**src/rtl/fb_cell_painter_pkg.sv**
```systemverilog
// Shared constants, op/state encodings and the cell base-address helper for the
// framebuffer cell painter. Full-screen clear is built only when FB_CLEAR_EN is defined.
package fb_pkg;

  localparam int FB_W   = 320;
  localparam int FB_H   = 240;
  localparam int CELL   = 8;
  localparam int GRID_W = FB_W / CELL;
  localparam int GRID_H = FB_H / CELL;
  localparam int ADDR_W = 22;
  localparam int CELL_W = $clog2(CELL);
  localparam int FB_PIX = FB_W * FB_H;

  // Jump from the last pixel of one cell row to the first pixel of the next.
  localparam logic [ADDR_W-1:0] ROW_STEP = ADDR_W'(FB_W - CELL + 1);

  typedef enum logic [1:0] {
    OP_CELL  = 2'd0,
    OP_CLEAR = 2'd1
  } op_e;

  typedef enum logic [1:0] {
    ST_IDLE  = 2'd0,
    ST_CELL  = 2'd1,
    ST_CLEAR = 2'd2
  } state_e;

  // Top-left pixel address of a grid cell; evaluated once per accepted command.
  function automatic logic [ADDR_W-1:0] cell_base(input logic [5:0] cx, input logic [4:0] cy);
    return ADDR_W'(cy) * ADDR_W'(CELL * FB_W) + ADDR_W'(cx) * ADDR_W'(CELL);
  endfunction

endpackage

```
**src/rtl/fb_cell_painter_if.sv**
```systemverilog
// Command and memory-write bundle of the cell painter; slave is the engine's view,
// master the view of the game logic plus the s1 memory port.
interface fb_cell_painter_if;
  import fb_pkg::*;

  logic              cmd_valid;
  logic              cmd_ready;
  logic [1:0]        cmd_op;
  logic [5:0]        cmd_cx;
  logic [4:0]        cmd_cy;
  logic [15:0]       cmd_color;
  logic [ADDR_W-1:0] mem_address;
  logic              mem_chipselect;
  logic              mem_write;
  logic              mem_clken;
  logic [15:0]       mem_writedata;
  logic [1:0]        mem_byteenable;
  logic              mem_debugaccess;
  logic              busy;
  logic              done;
  logic              err;

  modport slave (
    input  cmd_valid, cmd_op, cmd_cx, cmd_cy, cmd_color,
    output cmd_ready, mem_address, mem_chipselect, mem_write, mem_clken,
    output mem_writedata, mem_byteenable, mem_debugaccess, busy, done, err
  );

  modport master (
    output cmd_valid, cmd_op, cmd_cx, cmd_cy, cmd_color,
    input  cmd_ready, mem_address, mem_chipselect, mem_write, mem_clken,
    input  mem_writedata, mem_byteenable, mem_debugaccess, busy, done, err
  );

endinterface

```
**src/rtl/fb_cell_painter_addr_gen.sv**
```systemverilog
// Incremental pixel address generator: px/py walk inside a cell, or a plain linear
// sweep of the framebuffer when FB_CLEAR_EN is defined (mode=1).
module fb_addr_gen
  import fb_pkg::*;
(
  input  logic              clk,
  input  logic              rst_n,
  input  logic              load,
  input  logic              adv,
  input  logic              mode,
  input  logic [ADDR_W-1:0] base,
  input  logic [ADDR_W-1:0] step,
  output logic [ADDR_W-1:0] addr,
  output logic              last
);

  logic [ADDR_W-1:0] addr_r;
  logic [CELL_W-1:0] px_r;
  logic [CELL_W-1:0] py_r;
  logic              row_end_s;
  logic              cell_last_s;

  assign row_end_s   = (px_r == CELL_W'(CELL - 1));
  assign cell_last_s = row_end_s && (py_r == CELL_W'(CELL - 1));
  assign addr        = addr_r;

`ifdef FB_CLEAR_EN
  logic mode_r;

  // Address, pixel counters and sweep mode, reloaded at each accepted command.
  always_ff @(posedge clk or negedge rst_n) begin
    if (!rst_n) begin
      addr_r <= {ADDR_W{1'b0}};
      px_r   <= {CELL_W{1'b0}};
      py_r   <= {CELL_W{1'b0}};
      mode_r <= 1'b0;
    end else if (load) begin
      addr_r <= base;
      px_r   <= {CELL_W{1'b0}};
      py_r   <= {CELL_W{1'b0}};
      mode_r <= mode;
    end else if (adv && mode_r) begin
      addr_r <= addr_r + ADDR_W'(1);
    end else if (adv && row_end_s) begin
      addr_r <= addr_r + step;
      px_r   <= {CELL_W{1'b0}};
      py_r   <= py_r + CELL_W'(1);
    end else if (adv) begin
      addr_r <= addr_r + ADDR_W'(1);
      px_r   <= px_r + CELL_W'(1);
    end
  end

  assign last = mode_r ? (addr_r == ADDR_W'(FB_PIX - 1)) : cell_last_s;
`else
  logic unused_mode_s;
  assign unused_mode_s = mode;

  // Address and pixel counters for the cell walk, reloaded at each accepted command.
  always_ff @(posedge clk or negedge rst_n) begin
    if (!rst_n) begin
      addr_r <= {ADDR_W{1'b0}};
      px_r   <= {CELL_W{1'b0}};
      py_r   <= {CELL_W{1'b0}};
    end else if (load) begin
      addr_r <= base;
      px_r   <= {CELL_W{1'b0}};
      py_r   <= {CELL_W{1'b0}};
    end else if (adv && row_end_s) begin
      addr_r <= addr_r + step;
      px_r   <= {CELL_W{1'b0}};
      py_r   <= py_r + CELL_W'(1);
    end else if (adv) begin
      addr_r <= addr_r + ADDR_W'(1);
      px_r   <= px_r + CELL_W'(1);
    end
  end

  assign last = cell_last_s;
`endif

endmodule

```
**src/rtl/fb_cell_painter.sv**
```systemverilog
// Framebuffer write engine: turns cell-paint / clear commands into single-cycle
// writes on the memory s1 port. Full-screen clear requires FB_CLEAR_EN.
module fb_cell_painter
  import fb_pkg::*;
(
  input  logic         clk_clk,
  input  logic         reset_reset_n,
  fb_cell_painter_if.slave bus
);

  state_e            state_r;
  state_e            state_n_s;
  logic              cmd_ready_r;
  logic              busy_r;
  logic              done_r;
  logic              err_r;
  logic              wr_r;
  logic              clken_r;
  logic [15:0]       wdata_r;
  logic [1:0]        be_r;
  logic              accept_s;
  logic              cell_ok_s;
  logic              load_s;
  logic              adv_s;
  logic              mode_s;
  logic              done_n_s;
  logic              err_n_s;
  logic              last_s;
  logic [ADDR_W-1:0] base_s;
  logic [ADDR_W-1:0] addr_s;

  assign accept_s  = bus.cmd_valid && cmd_ready_r;
  assign cell_ok_s = (bus.cmd_cx < 6'(GRID_W)) && (bus.cmd_cy < 5'(GRID_H));

  // Next-state decode: command acceptance, legality check and burst termination.
  always_comb begin
    state_n_s = state_r;
    load_s    = 1'b0;
    adv_s     = 1'b0;
    mode_s    = 1'b0;
    done_n_s  = 1'b0;
    err_n_s   = 1'b0;
    base_s    = cell_base(bus.cmd_cx, bus.cmd_cy);
    case (state_r)
      ST_IDLE: begin
        if (!accept_s) begin
          state_n_s = ST_IDLE;
        end else if ((bus.cmd_op == OP_CELL) && cell_ok_s) begin
          state_n_s = ST_CELL;
          load_s    = 1'b1;
`ifdef FB_CLEAR_EN
        end else if (bus.cmd_op == OP_CLEAR) begin
          state_n_s = ST_CLEAR;
          load_s    = 1'b1;
          mode_s    = 1'b1;
          base_s    = {ADDR_W{1'b0}};
`endif
        end else begin
          err_n_s = 1'b1;
        end
      end
      ST_CELL: begin
        adv_s = 1'b1;
        if (last_s) begin
          state_n_s = ST_IDLE;
          done_n_s  = 1'b1;
        end else begin
          state_n_s = ST_CELL;
        end
      end
`ifdef FB_CLEAR_EN
      ST_CLEAR: begin
        adv_s = 1'b1;
        if (last_s) begin
          state_n_s = ST_IDLE;
          done_n_s  = 1'b1;
        end else begin
          state_n_s = ST_CLEAR;
        end
      end
`endif
      default: begin
        state_n_s = ST_IDLE;
      end
    endcase
  end

  // State and every registered output; reset forces all outputs to their idle values.
  always_ff @(posedge clk_clk or negedge reset_reset_n) begin
    if (!reset_reset_n) begin
      state_r     <= ST_IDLE;
      cmd_ready_r <= 1'b0;
      busy_r      <= 1'b0;
      done_r      <= 1'b0;
      err_r       <= 1'b0;
      wr_r        <= 1'b0;
      clken_r     <= 1'b0;
      wdata_r     <= 16'h0000;
      be_r        <= 2'b00;
    end else begin
      state_r     <= state_n_s;
      cmd_ready_r <= (state_n_s == ST_IDLE);
      busy_r      <= (state_n_s != ST_IDLE);
      done_r      <= done_n_s;
      err_r       <= err_n_s;
      wr_r        <= (state_n_s != ST_IDLE);
      clken_r     <= 1'b1;
      be_r        <= (state_n_s != ST_IDLE) ? 2'b11 : 2'b00;
      if (load_s) begin
        wdata_r <= bus.cmd_color;
      end
    end
  end

  fb_addr_gen u_addr_gen (
    .clk   (clk_clk),
    .rst_n (reset_reset_n),
    .load  (load_s),
    .adv   (adv_s),
    .mode  (mode_s),
    .base  (base_s),
    .step  (ROW_STEP),
    .addr  (addr_s),
    .last  (last_s)
  );

  assign bus.cmd_ready       = cmd_ready_r;
  assign bus.busy            = busy_r;
  assign bus.done            = done_r;
  assign bus.err             = err_r;
  assign bus.mem_chipselect  = wr_r;
  assign bus.mem_write       = wr_r;
  assign bus.mem_clken       = clken_r;
  assign bus.mem_address     = addr_s;
  assign bus.mem_writedata   = wdata_r;
  assign bus.mem_byteenable  = be_r;
  assign bus.mem_debugaccess = 1'b0;

endmodule

```
**src/flat_wrapper.sv**
```systemverilog
// flat-port wrapper written by rule: the top's interface ports become plain ports
module fb_cell_painter_flat import fb_pkg::*;
  (clk_clk, reset_reset_n, bus_cmd_valid, bus_cmd_op, bus_cmd_cx, bus_cmd_cy, bus_cmd_color, bus_cmd_ready, bus_mem_address, bus_mem_chipselect, bus_mem_write, bus_mem_clken, bus_mem_writedata, bus_mem_byteenable, bus_mem_debugaccess, bus_busy, bus_done, bus_err);
  fb_cell_painter_if bus_i ();
  input  logic clk_clk;
  input  logic reset_reset_n;
  input wire logic [$bits(bus_i.cmd_valid)-1:0] bus_cmd_valid;
  input wire logic [$bits(bus_i.cmd_op)-1:0] bus_cmd_op;
  input wire logic [$bits(bus_i.cmd_cx)-1:0] bus_cmd_cx;
  input wire logic [$bits(bus_i.cmd_cy)-1:0] bus_cmd_cy;
  input wire logic [$bits(bus_i.cmd_color)-1:0] bus_cmd_color;
  output wire logic [$bits(bus_i.cmd_ready)-1:0] bus_cmd_ready;
  output wire logic [$bits(bus_i.mem_address)-1:0] bus_mem_address;
  output wire logic [$bits(bus_i.mem_chipselect)-1:0] bus_mem_chipselect;
  output wire logic [$bits(bus_i.mem_write)-1:0] bus_mem_write;
  output wire logic [$bits(bus_i.mem_clken)-1:0] bus_mem_clken;
  output wire logic [$bits(bus_i.mem_writedata)-1:0] bus_mem_writedata;
  output wire logic [$bits(bus_i.mem_byteenable)-1:0] bus_mem_byteenable;
  output wire logic [$bits(bus_i.mem_debugaccess)-1:0] bus_mem_debugaccess;
  output wire logic [$bits(bus_i.busy)-1:0] bus_busy;
  output wire logic [$bits(bus_i.done)-1:0] bus_done;
  output wire logic [$bits(bus_i.err)-1:0] bus_err;
  assign bus_i.cmd_valid = bus_cmd_valid;
  assign bus_i.cmd_op = bus_cmd_op;
  assign bus_i.cmd_cx = bus_cmd_cx;
  assign bus_i.cmd_cy = bus_cmd_cy;
  assign bus_i.cmd_color = bus_cmd_color;
  assign bus_cmd_ready = bus_i.cmd_ready;
  assign bus_mem_address = bus_i.mem_address;
  assign bus_mem_chipselect = bus_i.mem_chipselect;
  assign bus_mem_write = bus_i.mem_write;
  assign bus_mem_clken = bus_i.mem_clken;
  assign bus_mem_writedata = bus_i.mem_writedata;
  assign bus_mem_byteenable = bus_i.mem_byteenable;
  assign bus_mem_debugaccess = bus_i.mem_debugaccess;
  assign bus_busy = bus_i.busy;
  assign bus_done = bus_i.done;
  assign bus_err = bus_i.err;
  fb_cell_painter u_core (.clk_clk(clk_clk), .reset_reset_n(reset_reset_n), .bus(bus_i));
endmodule
```
**config.mk**
```make
export PLATFORM = sky130hd
export DESIGN_NAME = fb_cell_painter_flat
export DESIGN_NICKNAME = d
export VERILOG_FILES = /design/src/rtl/fb_cell_painter_pkg.sv /design/src/rtl/fb_cell_painter_if.sv /design/src/rtl/fb_cell_painter_addr_gen.sv /design/src/rtl/fb_cell_painter.sv /design/src/flat_wrapper.sv
export SDC_FILE = /design/constraint.sdc
export NUM_CORES = 1
export LEC_CHECK = 0
export CAP_MARGIN = 20
export CORE_MARGIN = 2
export CORE_UTILIZATION = 58
export DETAILED_ROUTE_END_ITERATION = 16
export DONT_BUFFER_PORTS = 1
export GPL_ROUTABILITY_DRIVEN = 1
export PLACE_DENSITY = 0.73
export SETUP_SLACK_MARGIN = 0.2
export SLEW_MARGIN = 0
export SYNTH_ARGS = -nofsm -noshare
export SYNTH_HDL_FRONTEND = slang
export SYNTH_SLANG_ARGS = --single-unit
```
**constraint.sdc**
```tcl
create_clock -name clk_clk -period 2.53 [get_ports clk_clk]
set_input_delay 0.3795 -clock clk_clk [delete_from_list [all_inputs] [get_ports clk_clk]]
set_output_delay 0.3795 -clock clk_clk [all_outputs]
set_load 0.01 [all_outputs]
```
==> flow_summary.yaml, run 1 <==
worst_setup_path:
  crit_top_cell: "ha_1"
  cp_cell_sequence: "ha_1 -> ha_1 -> nand3b_1 -> buf_4 -> a211oi_2 -> o31ai_1 -> or3_1 -> a31oi_1"
  rr_worst_depth: 8
  cpPeakStageDelay_ps: 380
  cp.arrival_ps: 2290
  cp.required_ps: 2760
  critPathKind: "flop to flop"
  crit_fanout: 7
  slowest_stage: "dfrtp_1"
  worstSetupEndpointType: "flop"
  r2r_start: "u_core.u_addr_gen.px_r[0]$_DFFE_PN0P_"
  r2r_slack_ps: 480
  crit_family: "compound AO/OA/AOI/OAI gates"
  setup.worst_path.start_class: "flop"
  regToRegEndpoint: "u_core.u_addr_gen.addr[16]$_DFFE_PN0P_"
  cp_num_buf_inv: 1
clocking:
  path_clk_slew_ps: 100
  clockBufferDepth: 2
  cts_resized: 0
  cts_setup_buffers: 0
  hold_buffers: 2
  cts-htree-levels: 2
  cts_buffers: 5
  clock_sink_count: 51
  clock_insertion_delay_worst_skew_ps: 300
  clockRootBuffer: "clkbuf_8"
  cts_tree: "done"
grt:
  antenna_found_initial: 0
  overflow: 0
  grt_util_all_layers: 0.224
  grt_pass1_vias: 1915
  grt_pass1_wl_mm: 9.27
  grt_max_degree: 52
pwr:
  swShare: 0.367
  seq_power_share: 0.599
  p_comb_frac: 0.171
  ir_drop_v: 0.000416
  p_leak_nw: 1.30
  p_clk_frac: 0.230
  power.density_nw_per_um2: 750
  p_sw_mw: 0.795
  p_int_mw: 1.37
floorplan:
  io_pins: 80
  dieArea_um2: 5350
  die_h_um: 73.1
  core_area_um2: 4660
  row_count: 25
  dieWidth_um: 73.1
  start_util: 0.595
synth:
  ys.flop_type: "dfrtp_1"
  syn-cell-area_um2: 2770
  ys_seq_area_frac: 0.460
  synth_cell_type_count: 57
  synth.area.top_cells: "dfrtp_1 (46%), nand2_1 (11%), ha_1 (5.0%)"
  synth_area_per_cell_um2: 9.27
  ys_top_cells_by_count: "nand2_1 (80), dfrtp_1 (51), a21oi_1 (17)"
  synth_seq_cells: 51
  synthCells: 299
  yosysWarningCount: 0
  synth-edff-count: 0
  synth_area_leader_cell: "dfrtp_1"
  synth.most_common_cell: "nand2_1"
  async_reset_ff_frac: 1.00
  netlist.area_leader.share: 0.460
sta:
  min_period_ps: 2050
  hold_violations: 0
  relSlewSlack: 0.643
  rsz0062_at_grt: "no"
  fmax_ghz: 0.487
  fin_skew_ps: 7.36
  fin_hold_ws_ps: 173
  setup_violations: 0
  min_period_over_period: 0.811
  slew_viol_final: 0
  tightest_slew_ps: 535
  setup_tns_ps: 0
drt:
  dr_total_vias: 2140
  wl_mm: 5.81
  dr.pass1.iters: 4
  drtIter0Drc: 260
  wl_per_cell_um: 16.6
  vias_per_cell: 6.13
  ant_nets: 0
  drc: 0
job:
  maxCapViolCount: 0
placed_design:
  numPortBuffers: 0
  place.gp.congestion: 0.927
  dp_cells: 339
  place_hpwl_mm: 4.05
hold_path:
  min_path_cells: 2
  min-delay-start: "bus_cmd_color[11]"
  hold_end: "u_core.bus.mem_writedata[11]$_DFFE_PN0P_"
  hp-class: "input port to flop"
layout:
  insertedDiodeCount: 0
  final_cells: 349
  nets: 338
  fillers: 414
  syn_to_final_growth_pct: 4.15
  drive_above_1_share: 0.0814
outcome:
  status: "complete, no violations"
how the worst max path moves through the flow:
stage | start | end | slack (ps) | depth (start not counted)
after global routing | u_core.u_addr_gen.px_r[0]$_DFFE_PN0P_ | u_core.u_addr_gen.addr[20]$_DFFE_PN0P_ | 270 | 8
after floorplan | u_core.u_addr_gen.px_r[0]$_DFFE_PN0P_ | u_core.u_addr_gen.addr[5]$_DFFE_PN0P_ | 700 | 9
after CTS | u_core.u_addr_gen.px_r[0]$_DFFE_PN0P_ | u_core.u_addr_gen.addr[16]$_DFFE_PN0P_ | 480 | 8
after detailed placement | u_core.u_addr_gen.px_r[0]$_DFFE_PN0P_ | u_core.u_addr_gen.addr[16]$_DFFE_PN0P_ | 500 | 8
final | u_core.u_addr_gen.px_r[0]$_DFFE_PN0P_ | u_core.u_addr_gen.addr[16]$_DFFE_PN0P_ | 480 | 8
after global placement | u_core.u_addr_gen.px_r[0]$_DFFE_PN0P_ | u_core.u_addr_gen.addr[16]$_DFFE_PN0P_ | 580 | 8
logic make-up (layout without fill, tap and decap cells):
logic type	count (synthesis)	in the layout	synth area share
compound gates	71	71	0.177
xor+xnor	5	5	0.0158
flops	51	51	0.460
simple gates	127	127	0.215
buf+inv	27	22	0.0573
other cells	2	3	0.00271
mux	4	4	0.0149
fa+ha+maj	12	12	0.0569
sequential cells by signal, summed over array words and instances, names as in the netlist, 2 cells and up:
signal and cells:
u_core.state_r 2, u_core.bus.mem_writedata 16, u_core.u_addr_gen.px_r 3, u_core.u_addr_gen.py_r 3, u_core.u_addr_gen.addr 22
power groups by stage:
stage / registers [mW] / logic [mW] / clock network (mW)
floorplan: 1.23 / 0.320 / 0
global placement: 1.31 / 0.337 / 0
detailed placement: 1.31 / 0.352 / 0
CTS: 1.30 / 0.374 / 0.515
global route: 1.33 / 0.431 / 0.550
finish: 1.30 / 0.370 / 0.497
per-layer routing:
layer | vias up | part of all wire | global-route usage
li1 | 1044 | - | -
met1 | 1019 | 0.46 | 0.331
met2 | 75 | 0.47 | 0.324
met3 | 2 | 0.071 | 0.0608
met4 | 0 | 0.0053 | 0.0597
met5 | - | 0 | 0
placed cells by master (no fill, tap or decap), types with 3 or more instances in the layout:
| cell | count |
|---|---|
| nand2_1 | 80 |
| dfrtp_1 | 51 |
| a21oi_1 | 17 |
| o21ai_0 | 15 |
| ha_1 | 11 |
| nor2_1 | 8 |
| nor3_1 | 8 |
| inv_1 | 6 |
| nand3_1 | 6 |
| a21o_1 | 6 |
| buf_4 | 6 |
| nand4_1 | 5 |
| o211ai_1 | 5 |
| clkbuf_8 | 5 |
| xnor2_1 | 4 |
| mux2i_1 | 3 |
| a31oi_1 | 3 |
| conb_1 | 3 |
through the flow:
stage / total power, mW / setup slack, ps / utilization / cell area (um2)
after global routing: 2.31 / 271 / 0.620 / 2890
after detailed placement: 1.66 / 502 / 0.591 / 2750
after global placement: 1.64 / 585 / 0.591 / 2750
after floorplan: 1.55 / 699 / - / 2780
final: 2.16 / 477 / 0.620 / 2890
after CTS: 2.19 / 482 / 0.620 / 2890
final cells by class:
type | count | area, um2 | share of cell area
multi-input combinational | 222 | 1340 | 0.464
clock inverter | 3 | 28.8 | 0.00997
tap | 54 | 67.6 | 0.0234
inverter | 6 | 22.5 | 0.00780
sequential | 51 | 1280 | 0.442
timing repair buffer | 8 | 82.6 | 0.0286
clock buffer | 5 | 68.8 | 0.0238
Note: power is estimated with default switching activity, not from simulation.
==> run 2: changes to the inputs <==
--- a/config.mk
+++ b/config.mk
@@ -7,11 +7,11 @@
 export LEC_CHECK = 0
 export CAP_MARGIN = 20
 export CORE_MARGIN = 2
-export CORE_UTILIZATION = 58
+export CORE_UTILIZATION = 57
 export DETAILED_ROUTE_END_ITERATION = 16
 export DONT_BUFFER_PORTS = 1
 export GPL_ROUTABILITY_DRIVEN = 1
-export PLACE_DENSITY = 0.73
+export PLACE_DENSITY = 0.74
 export SETUP_SLACK_MARGIN = 0.2
 export SLEW_MARGIN = 0
 export SYNTH_ARGS = -nofsm -noshare
==> constraint.sdc (replaced) <==
create_clock -name clk_clk -period 1.8 [get_ports clk_clk]
set_input_delay 0.27 -clock clk_clk [delete_from_list [all_inputs] [get_ports clk_clk]]
set_output_delay 0.27 -clock clk_clk [all_outputs]
set_load 0.01 [all_outputs]
==> run 2 against run 1 <==
  * The run now ends with setup timing left
  * Sequential power is 32% higher
  * Worst setup slack worse by 590 ps
  * Non-clock buffer count is 38 higher
  * Largest cell class unchanged
  * Count of clock-buffer cells in the layout stayed put
  * First-iteration DRC count is 6.2% higher
  * Register-to-register slack worse by 590 ps
  * Die area is 1.7% higher
==> flow_summary.yaml, run 2 (synthesized netlist as in run 1, its figures left out) <==
outcome:
  status: "finished, violations left"
  violations: "setup timing"
worst_setup_path:
  cp.required_ps: 2000
  cp_cell_sequence: "ha_2 -> ha_4 -> nand3b_1 -> buf_4 -> buf_6 -> a21o_1 -> a21o_1 -> a221oi_2 -> o21ai_1"
  slowest_stage: "dfrtp_1"
  setup.worst_path.start_class: "flop"
  critPathKind: "flop to flop"
  crit_fanout: 4
  worstSetupEndpointType: "flop"
  crit_family: "compound AO/OA/AOI/OAI gates"
  rr_worst_depth: 9
  cp.depth: 9
  crit_top_cell: "a21o_1"
  cp_num_buf_inv: 2
  cp.arrival_ps: 2120
  cpPeakStageDelay_ps: 370
placed_design:
  dp_cells: 366
  place.gp.congestion: 0.885
  place_hpwl_mm: 4.68
  numPortBuffers: 0
pwr:
  p_leak_nw: 1.50
  power.density_nw_per_um2: 1000
  power_mw: 3.41
  ir_drop_v: 0.000713
drt:
  vias_per_cell: 6.16
  ant_nets: 0
  wl_mm: 7.08
  wl_per_cell_um: 18.3
  dr.pass1.iters: 5
  dr_total_vias: 2382
  drtIter0Drc: 276
  drc: 0
sta:
  min_period_over_period: 1.06
  tightest_slew_ps: 634
  setup_ws_ps: -112
  min_period_ps: 1910
  slew_viol_final: 0
  setup_violations: 13
  fin_skew_ps: 8.19
  hold_violations: 0
  fmax_ghz: 0.523
  relSlewSlack: 0.573
  rsz0062_at_grt: "yes"
layout:
  fin_util: 0.726
  nets: 376
  final_cells: 387
  drive_above_1_share: 0.282
  largest_reg_flops: 22
  final_common_cell: "nand2_1"
  insertedDiodeCount: 0
  syn_to_final_growth_pct: 22.9
  layout_common_cells: "nand2_1 (77), dfrtp_1 (48), buf_4 (37)"
clocking:
  clockBufferDepth: 2
  cts_buffers: 5
  path_clk_slew_ps: 100
  cts_tree: "done"
  clock_insertion_delay_worst_skew_ps: 320
  cts-htree-levels: 2
  clockRootBuffer: "clkbuf_8"
  clock_sink_count: 51
floorplan:
  dieArea_um2: 5440
  start_util: 0.591
  core_area_um2: 4690
  io_pins: 80
  dieWidth_um: 73.7
  row_count: 25
  die_h_um: 73.7
grt:
  grt_max_degree: 52
  grt_pass1_wl_mm: 10.7
  antenna_found_initial: 0
  grt_pass1_vias: 2278
  overflow: 0
  grt_util_all_layers: 0.260
hold_path:
  hp-class: "input port to flop"
  min_path_cells: 2
job:
  maxCapViolCount: 0
run 2: cell count changes in the layout (fill, tap and decap cells not counted), sizes merged:
cell    previous run  this run
buf                7        45
clkinv             2         1
inv                7         8
run 2: worst paths after layout:
check,endpoint,slack [ps],startpoint
setup reg to reg,u_core.u_addr_gen.addr[8]$_DFFE_PN0P_,-110,u_core.u_addr_gen.px_r[1]$_DFFE_PN0P_
min in group asynchronous,u_core.u_addr_gen.addr[8]$_DFFE_PN0P_,450,reset_reset_n
hold reg to reg,u_core.u_addr_gen.py_r[2]$_DFFE_PN0P_,540,u_core.u_addr_gen.py_r[2]$_DFFE_PN0P_
hold / removal,u_core.bus.mem_writedata[12]$_DFFE_PN0P_,60,bus_cmd_color[12]
setup / recovery,u_core.u_addr_gen.addr[8]$_DFFE_PN0P_,-110,u_core.u_addr_gen.px_r[1]$_DFFE_PN0P_
max in group asynchronous,u_core.state_r[0]$_DFF_PN0_,1100,reset_reset_n
run 2: power by group:
group	total [mW]	leakage [nW]	switching, mW	internal [mW]
Combinational	0.993	0.810	0.558	0.435
Sequential	1.71	0.642	0.304	1.40
Clock	0.708	0.0491	0.421	0.287
run 2: worst register-to-register path: stages (launching register included):
cell      delay (ps)
dfrtp_1          370
ha_2             200
ha_4             130
nand3b_1         150
buf_4            190
buf_6            130
a21o_1           180
a21o_1           170
a221oi_2         190
o21ai_1           90
run 2: metal layers:
metal  up-vias  wire length [um]  track usage
met5         -                 0            0
met4         0               136       0.0929
met3        16               543       0.0878
met2       107              3360        0.418
met1      1145              3030        0.326
li1       1114                 -            -
run 2: cell type report:
type,instances,area [um2]
clock buffers,5,68.8
clock inverters,3,26.3
fillers,348,1280
inverters,6,22.5
multi-input cells,222,1530
flip-flops and latches,51,1280
well taps,54,67.6
repair buffers,46,412
run 2: repair_timing:
item / 4_1_cts / 5_1_grt
hold endpoints to repair: 51 / 0
gates cloned: 1 / 0
endpoints found under the setup margin: 21 / 29
hold buffers: 2 / 0
pin swaps: 11 / 11
gates resized for setup: 19 / 15
setup buffers: 6 / 4
run 2: through the flow:
step                      cell area (um2)  TNS [ps]  hold WS (ps)  worst slack (ps)
after CTS                            3330     -73.9          49.2             -23.0
after global placement               3060         0         -24.6              37.1
final                                3410      -850          56.3              -112
after detailed placement             3060     -60.4         -24.5             -23.8
after floorplan                      2870         0         -25.6              93.7
after global routing                 3410     -1860          38.9              -185
